===== config.mk =====
export PLATFORM = sky130hd
export DESIGN_NAME = ahb_line_fetch
export DESIGN_NICKNAME = d
export VERILOG_FILES = /design/src/rtl/ahb_pkg.sv /design/src/rtl/line_assembler.sv /design/src/rtl/ahb_line_fetch.sv
export SDC_FILE = /design/constraint.sdc
export NUM_CORES = 1
export LEC_CHECK = 0
export ABC_CLOCK_PERIOD_IN_PS = 2800
export CAP_MARGIN = 15
export CORE_MARGIN = 5
export CORE_UTILIZATION = 51
export CTS_CLUSTER_SIZE = 14
export DETAILED_ROUTE_END_ITERATION = 8
export GPL_TIMING_DRIVEN = 0
export PLACE_DENSITY = 0.86
export SYNTH_ARGS = -nofsm -noshare
export SYNTH_HDL_FRONTEND = slang
export SYNTH_SLANG_ARGS = --single-unit

===== constraint.sdc =====
create_clock -name clk -period 2.8 [get_ports clk]
set_input_delay 0.56 -clock clk [delete_from_list [all_inputs] [get_ports clk]]
set_output_delay 0.56 -clock clk [all_outputs]
set_load 0.01 [all_outputs]

===== src/rtl/ahb_pkg.sv =====
`default_nettype none
// ============================================================================
// Module      : ahb_pkg
// Description : Shared AHB-Lite encodings and line-fetch definitions used by
//               the instruction-cache refill master.
// Revision    : 1.0 - initial release
// ============================================================================
package ahb_pkg;

  // AHB transfer types; declaration order gives IDLE=00 .. SEQ=11
  typedef enum logic [1:0] {
    HTRANS_IDLE,
    HTRANS_BUSY,
    HTRANS_NONSEQ,
    HTRANS_SEQ
  } htrans_t;

  localparam logic [2:0] HBURST_INCR4 = 3'b011;
  localparam logic [2:0] HBURST_WRAP4 = 3'b010;

  localparam logic [2:0] HSIZE_WORD   = 3'b010;
  // Opcode fetch, privileged access
  localparam logic [3:0] HPROT_OPCODE = 4'b0010;

  typedef enum logic [2:0] {
    FS_IDLE,
    FS_ADDR,
    FS_BURST,
    FS_LAST,
    FS_DONE
  } fetch_state_t;

  localparam int LINE_WORDS = 4;

  // Line word carried by a given beat; wrapping bursts start at the
  // requested word and rotate through the line modulo four.
  function automatic logic [1:0] beat_word(input logic [1:0] start_word,
                                           input logic [1:0] beat,
                                           input logic       wrap);
    beat_word = wrap ? (start_word + beat) : beat;
  endfunction

endpackage
`default_nettype wire


===== src/rtl/line_assembler.sv =====
`default_nettype none
// ============================================================================
// Module      : line_assembler
// Description : Cache-line lane register. Each captured AHB beat is written
//               into the 32-bit lane selected by its line word index; lanes
//               not written keep their previous contents.
// Revision    : 1.0 - initial release
// ============================================================================
module line_assembler #(
  parameter int HDATA_W = 32
) (
  input  logic                                    clk,
  input  logic                                    rst,
  input  logic                                    cap_en,
  input  logic [1:0]                              cap_word,
  input  logic [HDATA_W-1:0]                      cap_data,
  output logic [ahb_pkg::LINE_WORDS*HDATA_W-1:0]  line
);
  import ahb_pkg::*;

  logic [LINE_WORDS*HDATA_W-1:0] r_line;

  // Write the selected lane on each accepted beat; others hold
  always_ff @(posedge clk or negedge rst) begin
    if (!rst) begin
      r_line <= '0;
    end else begin
      for (int i = 0; i < LINE_WORDS; i++) begin
        if (cap_en && (cap_word == i[1:0])) begin
          r_line[i*HDATA_W +: HDATA_W] <= cap_data;
        end
      end
    end
  end

  assign line = r_line;

endmodule
`default_nettype wire


===== src/rtl/ahb_line_fetch.sv =====
`default_nettype none
// ============================================================================
// Module      : ahb_line_fetch
// Description : Instruction-cache line refill master. Runs one 4-beat 32-bit
//               AHB-Lite read burst per request and returns the assembled
//               128-bit line with a one-cycle ready pulse (plus an error flag
//               if the slave answered ERROR).
//               Build option: CRITICAL_WORD_FIRST_EN selects a WRAP4 burst
//               that starts at the requested word; otherwise INCR4 from the
//               line-aligned address.
// Revision    : 1.0 - initial release
// ============================================================================
module ahb_line_fetch #(
  parameter int LINE_W  = 128,
  parameter int HDATA_W = 32
) (
  input  logic               clk,
  input  logic               rst,
  input  logic               req_valid,
  input  logic [31:0]        req_addr,
  output logic [LINE_W-1:0]  line_data,
  output logic               line_ready,
  output logic               line_err,
  output logic [31:0]        haddr,
  output logic [1:0]         htrans,
  output logic [2:0]         hburst,
  output logic [2:0]         hsize,
  output logic               hwrite,
  output logic [3:0]         hprot,
  input  logic [HDATA_W-1:0] hrdata,
  input  logic               hready,
  input  logic               hresp
);
  import ahb_pkg::*;

  localparam logic [2:0] c_st_idle  = FS_IDLE;
  localparam logic [2:0] c_st_addr  = FS_ADDR;
  localparam logic [2:0] c_st_burst = FS_BURST;
  localparam logic [2:0] c_st_last  = FS_LAST;
  localparam logic [2:0] c_st_done  = FS_DONE;

`ifdef CRITICAL_WORD_FIRST_EN
  localparam logic [2:0] c_hburst = HBURST_WRAP4;
  localparam logic       c_wrap   = 1'b1;
`else
  localparam logic [2:0] c_hburst = HBURST_INCR4;
  localparam logic       c_wrap   = 1'b0;
`endif

  logic [2:0]  r_state;
  logic [27:0] r_line_base;
  logic [1:0]  r_start_word;
  logic [1:0]  r_addr_cnt;   // beat currently in its address phase
  logic [1:0]  r_data_cnt;   // beat currently in its data phase
  logic [1:0]  r_htrans;
  logic [31:0] r_haddr;
  logic        r_line_ready;
  logic        r_line_err;

  logic        w_data_phase;
  logic        w_err_first;
  logic        w_err_last;
  logic        w_cap;
  logic [1:0]  w_cap_word;
  logic [1:0]  w_next_cnt;
  logic [31:0] w_next_addr;
  logic        w_unused;

  // A data phase is open whenever a previously accepted beat is outstanding
  assign w_data_phase = (r_state == c_st_burst) || (r_state == c_st_last);
  // Two-cycle ERROR response: first cycle stalls, second completes
  assign w_err_first  = w_data_phase && !hready && hresp;
  assign w_err_last   = w_data_phase &&  hready && hresp;
  assign w_cap        = w_data_phase &&  hready && !hresp;
  assign w_cap_word   = beat_word(r_start_word, r_data_cnt, c_wrap);
  assign w_next_cnt   = r_addr_cnt + 2'd1;
  assign w_next_addr  = {r_line_base, beat_word(r_start_word, w_next_cnt, c_wrap), 2'b00};

  // Byte offset within a word is irrelevant to a word-sized fetch
  assign w_unused = ^req_addr[1:0];

  // Burst sequencing: address phase generation, beat counting, ready pulse
  always_ff @(posedge clk or negedge rst) begin
    if (!rst) begin
      r_state      <= c_st_idle;
      r_line_base  <= '0;
      r_start_word <= '0;
      r_addr_cnt   <= '0;
      r_data_cnt   <= '0;
      r_htrans     <= HTRANS_IDLE;
      r_haddr      <= '0;
      r_line_ready <= 1'b0;
      r_line_err   <= 1'b0;
    end else begin
      if (w_cap) begin
        r_data_cnt <= r_data_cnt + 2'd1;
      end
      case (r_state)
        c_st_idle: begin
          if (req_valid) begin
            r_line_base  <= req_addr[31:4];
            r_start_word <= req_addr[3:2];
            r_addr_cnt   <= 2'd0;
            r_data_cnt   <= 2'd0;
            r_htrans     <= HTRANS_NONSEQ;
            r_haddr      <= {req_addr[31:4], beat_word(req_addr[3:2], 2'd0, c_wrap), 2'b00};
            r_state      <= c_st_addr;
          end
        end
        c_st_addr: begin
          if (hready) begin
            r_addr_cnt <= w_next_cnt;
            r_htrans   <= HTRANS_SEQ;
            r_haddr    <= w_next_addr;
            r_state    <= c_st_burst;
          end
        end
        c_st_burst: begin
          if (w_err_last) begin
            r_htrans     <= HTRANS_IDLE;
            r_line_ready <= 1'b1;
            r_line_err   <= 1'b1;
            r_state      <= c_st_done;
          end else if (w_err_first) begin
            // Cancel the beat whose address is on the bus and all later ones
            r_htrans <= HTRANS_IDLE;
          end else if (hready) begin
            if (r_addr_cnt == 2'd3) begin
              r_htrans <= HTRANS_IDLE;
              r_state  <= c_st_last;
            end else begin
              r_addr_cnt <= w_next_cnt;
              r_haddr    <= w_next_addr;
            end
          end
        end
        c_st_last: begin
          if (w_err_last) begin
            r_line_ready <= 1'b1;
            r_line_err   <= 1'b1;
            r_state      <= c_st_done;
          end else if (w_cap) begin
            r_line_ready <= 1'b1;
            r_state      <= c_st_done;
          end
        end
        c_st_done: begin
          r_line_ready <= 1'b0;
          r_line_err   <= 1'b0;
          r_state      <= c_st_idle;
        end
        default: begin
          r_state <= c_st_idle;
        end
      endcase
    end
  end

  line_assembler #(
    .HDATA_W (HDATA_W)
  ) u_line_assembler (
    .clk      (clk),
    .rst      (rst),
    .cap_en   (w_cap),
    .cap_word (w_cap_word),
    .cap_data (hrdata),
    .line     (line_data)
  );

  // The only combinational response path: ERROR forces IDLE immediately
  assign htrans     = w_err_first ? HTRANS_IDLE : r_htrans;
  assign haddr      = r_haddr;
  assign hburst     = c_hburst;
  assign hsize      = HSIZE_WORD;
  assign hwrite     = 1'b0;
  assign hprot      = HPROT_OPCODE;
  assign line_ready = r_line_ready;
  assign line_err   = r_line_err;

endmodule
`default_nettype wire


Yosys cells after proc, flatten, opt, wreduce, memory -nomap -nowiden
Cells that the tools add are included.
{"block": "totals", "regBits": 199, "in_bits": 69, "wordCells": 99}
{"block": "op_classes", "addsub": 2, "n_eq_ne": 22, "mux": 39, "reduce_logical": 24}
{"op": "32-bit 2-to-1 mux", "count": 6}
{"op": "32-bit case mux with 3 select lines", "count": 1}
{"op": "2-bit 2-to-1 mux", "count": 16}
{"op": "3-bit 2-to-1 mux", "count": 8}
{"op": "2-bit inequality test, second input constant", "count": 7}
{"op": "2-bit case mux with 3 select lines", "count": 2}
{"op": "3-bit case mux with 4 select lines", "count": 1}
{"op": "1-bit logical AND", "count": 9}
{"op": "7-bit AND reduction", "count": 1}
{"op": "2-bit equality test, second input constant", "count": 3}
{"op": "3-bit by 2-bit equality test with 1-bit output, second input constant", "count": 2}
{"op": "3-bit by 2-bit inequality test with 1-bit output, second input constant", "count": 2}
{"op": "3-bit inequality test, second input constant", "count": 2}
{"op": "6-bit AND reduction", "count": 1}
{"op": "3-bit nonzero test", "count": 2}
{"op": "5-bit AND reduction", "count": 1}
{"op": "2-bit by 1-bit adder with 2-bit output, second input constant", "count": 2}
{"op": "4-bit by 3-bit inequality test with 1-bit output, second input constant", "count": 1}
{"op": "4-bit inequality test, second input constant", "count": 1}
{"op": "2-bit AND reduction", "count": 2}
{"op": "3-bit by 1-bit equality test with 1-bit output, second input constant", "count": 1}
{"op": "3-bit equality test, second input constant", "count": 1}
{"op": "3-bit logical NOT", "count": 1}
{"op": "1-bit 2-to-1 mux", "count": 3}
{"op": "10 further kinds", "count": 11}

Depth between registers and ports, before layout
{"block": "logic_depth", "depth_word": 7, "ltp_mapped": 6, "mapped_depth_nobuf": 5}

Cells and area by module
From an unflattened synthesis, not the netlist that was laid out.
{"block": "unflattened", "hier_cells": 618, "hier_area_um2": 7995.2}
{"module": "line_assembler", "instances": 1, "cells_per_inst": 272, "area_per_inst_um2": 4744.6}
{"module": "ahb_line_fetch", "instances": 1, "cells_per_inst": 346, "area_per_inst_um2": 3250.6}

Least setup slack after synthesis
No wires, ideal clock.
{"block": "synth_timing", "path_type": "in2reg", "start": "input port hready", "end": "register u_line_assembler.r_line[100], in the netlist u_line_assembler.line[100]", "setup_ps": 125, "t_arrival_ps": 1794, "t_required_ps": 2675, "setup_slack_ps": 881, "cell_stages": 5, "path_buffers": 2, "path_cell_list": "buf_2 > nor3b_4 > nand2_4 > buf_6 > mux2_4"}
{"block": "synth_via", "elab_chain_cells": 3}
{"element": "from (decl)", "line_no": "ahb_line_fetch.sv:31", "text": "input logic hready,"}
{"element": "1-bit logical AND (2 in a row)", "line_no": "ahb_line_fetch.sv:74", "text": "assign w_cap = w_data_phase && hready && !hresp;"}
{"element": "1-bit logical AND", "line_no": "line_assembler.sv:29", "text": "if (cap_en && (cap_word == i[1:0])) begin"}
{"element": "to (signal, indexed assignment)", "line_no": "line_assembler.sv:30", "text": "r_line[i*HDATA_W +: HDATA_W] <= cap_data;"}
{"element": "to (decl)", "line_no": "line_assembler.sv:21", "text": "logic [LINE_WORDS*HDATA_W-1:0] r_line;"}
Every way passes these cells.
A chain may end at the register's enable or synchronous reset.

Final worst setup path
{"block": "layout_timing", "start": "input port hresp", "end": "output port htrans[1]"}
{"block": "layout_via", "elab_chain_cells": 2}
{"element": "from (decl)", "line_no": "ahb_line_fetch.sv:32", "text": "input logic hresp"}
{"element": "1-bit logical AND", "line_no": "ahb_line_fetch.sv:72", "text": "assign w_err_first = w_data_phase && !hready && hresp;"}
{"element": "2-bit 2-to-1 mux", "line_no": "ahb_line_fetch.sv:171", "text": "assign htrans = w_err_first ? HTRANS_IDLE : r_htrans;"}
{"element": "to (decl)", "line_no": "ahb_line_fetch.sv:25", "text": "output logic [1:0] htrans,"}
Every way passes these cells.

==> flow_metrics.tcl <==
set metrics [dict create \
    synthTopCellsByCount "195 x dfrtp_1, 120 x mux2_4, 36 x mux2_2" \
    slew_headroom_pct 50.4 \
    finalSetupViolations 0 \
    cp_max_fo 7 \
    clock_latency_ns 0.42 \
    grt_max_degree 100 \
    core_area_sq_um 15900 \
    tightest_slew_ns 0.744 \
    layout_min_cycle_time_ns 2.61 \
    dp_cells 987 \
    grt_use_total_pct 23.1 \
    portBuffers 225 \
    grt-ovfl-total 0 \
    route.detailed.drc 0 \
    ant_nets 0 \
    syn-cell-area_sq_um 8350 \
    post-cts-setup-buffer-count 0 \
    finalMaxSlewViolations 0 \
    wl_per_cell_um 21.1 \
    fmax_ghz 0.383 \
    postSynthCellCount 534 \
    dpl.hpwl_mm 15.2 \
    grt_pass1_wl_mm 33.7 \
    layout-drive-gt1-share_pct 29.3 \
    cts_hold_buf 0 \
    synth_top_area_share_pct 58.5 \
    hold_viol 0 \
    via_per_inst 5.15 \
    cpPeakStageDelay_ns 0.64 \
    die-area_sq_um 19000 \
    die_h_um 138 \
    row_count 46 \
    grt_pass1_vias 5940 \
    crit_top_cell "clkdlybuf4s50_1" \
    skew_ns 0.0139 \
    syn2layout_area_growth_pct 38.4 \
    h-tree-depth 4 \
    ys.flop_type "dfrtp_1" \
    routed_wl_mm 21.5 \
    clockBufferDepth 2 \
    synth_most_common_cell "dfrtp_1" \
    cp-start-kind "primary input" \
    crit_arrival_ns 2.05 \
    worstSetupPathType "primary input to output port" \
    async_flop_share_pct 100 \
    finalWorstSetupSlack_ns 0.192 \
    fillCellCount 1029 \
    die_w_um 138 \
    finalCritPeriodShare_pct 93.2 \
    antenna_found_initial 0 \
    critical_path.cell_chain "clkdlybuf4s50_1 -> nor3b_1 -> nor2b_1 -> clkdlybuf4s50_1" \
    synth_top_cells_by_area "dfrtp_1 58%, mux2_4 22%, mux2_2 4.9%, mux2i_1 3.5%, a21oi_1 1.9%" \
    syn-mean-instance-area_sq_um 15.6 \
    fin_hold_ws_ns 0.142 \
    final_cells 1019 \
    numCtsBuffers 17 \
    cts.repair.resized 0 \
    grt_setup_unrepaired "false" \
    gp_congestion 0.799 \
    status "complete, no violations" \
    powerDensity_nw_per_um2 1120 \
    path_clk_slew_ns 0.07 \
    synth_seq_cells 195 \
    hp-class "primary input to asynchronous set/reset pin" \
    start_util_pct 52.4 \
    ir_worst_vdd_v 0.000769 \
    dp_slack_ns 0.162 \
    p_leak_nw 5.59 \
    yosysWarnings 0 \
    nNetsFinal 864 \
    drtIter0Drc 261 \
    synth.largest_area_cell "dfrtp_1" \
    ioPinCount 244 \
    drt_pass1_iterations 4 \
    vias 5243 \
    cts.sinks 195 \
    required_ns 2.24 \
    cts_tree "yes" \
    cp-end-kind "output port" \
    antennaDiodeCount 0 \
    maxCapViolCount 0 \
    slowest_stage "clkdlybuf4s50_1" \
    yosysUniqueCellTypes 35 \
    clockRootBuffer "clkbuf_16" \
    synth-edff-count 0 \
    ys_seq_area_share_pct 58.5 \
]
kinds of logic after synthesis:
group	share of synthesized area, %
and+or+nand+nor	3.42
buffers and inverters	4.06
other	0.0900
muxes	29.9
xor gates and xnor gates	0.210
DFF	58.5
AOI/OAI and AO/OA	3.09
adders and majority gates	0.750
registers in the layout (all words and copies together) (netlist names):
register / flops
haddr: 29
line_err: 1
line_ready: 1
r_addr_cnt: 1
r_data_cnt: 2
r_htrans: 2
r_line_base: 28
r_state: 3
u_line_assembler.line: 128
layout by cell type (no fill, tap or decap), drive strengths merged, types with 2 or more instances in the layout:
master / n
clkdlybuf4s50: 224
dfrtp: 195
mux2: 156
buf: 41
nor2: 33
a21oi: 32
mux2i: 29
clkbuf: 21
conb: 13
inv: 10
nand2: 7
ha: 5
o21ai: 4
clkinv: 4
bufinv: 3
nand2b: 3
nor2b: 2
xnor2: 2
nand3: 2
a31oi: 2
clkinvlp: 2
nor3b: 2
a221oi: 2
report_power, final:
part	total (mW)	leakage, nW	internal, mW	switching (mW)
logic	5.66	2.83	3.38	2.28
registers	4.78	2.47	4.01	0.769
clock network	2.52	0.290	1.43	1.09
metal layers:
metal  vias up  global-route usage, %  wire length [um]
met5         -                      0                 0
met4         0                   6.37               376
met3        32                   7.29              1710
met2       189                   40.4             10900
met1      2685                   27.6              8500
li1       2337                      -                 -
final cells by class:
cell class | count | area [sq um] | area share, %
clock buffers | 19 | 433 | 3.75
plain buffers | 41 | 317 | 2.74
clock inverters | 13 | 174 | 1.51
flip-flops and latches | 195 | 4880 | 42.2
inverters | 6 | 22.5 | 0.195
multi-input cells | 303 | 3170 | 27.4
well taps | 216 | 270 | 2.34
repair buffers | 226 | 2280 | 19.8
worst paths after layout:
kind	to	start	slack (ns)	cells after the start
max	htrans[1]	hresp	0.19	4
min	u_line_assembler.line[34]$_DFFE_PN0P_	rst	0.14	1
max reg2reg	haddr[3]$_DFFE_PN0P_	r_addr_cnt[0]$_DFFE_PN0P_	0.73	6
min reg2reg	r_htrans[1]$_DFFE_PN0P_	r_htrans[1]$_DFFE_PN0P_	0.51	1
max in group asynchronous	u_line_assembler.line[120]$_DFFE_PN0P_	rst	1.75	2
min in group clk	r_state[0]$_DFFE_PN0P_	hready	0.47	2
critical path: cells and delay by family:
family	cells	cell delay (ns)
buffers and inverters	2	1.12
AND/OR/NAND/NOR	2	0.37
per-stage QoR:
step	utilization (%)	TNS, ns	total power [mW]	cell area [sq um]
after floorplan	-	0	7.62	8390
after global placement	68.4	-1219.28	10.1	10900
after detailed placement	68.6	0	10.4	10900
after CTS	72.4	0	13.1	11500
after global routing	72.4	0	13.6	11500
final	72.4	0	12.9	11500
Power figures use the tool's default switching activity.
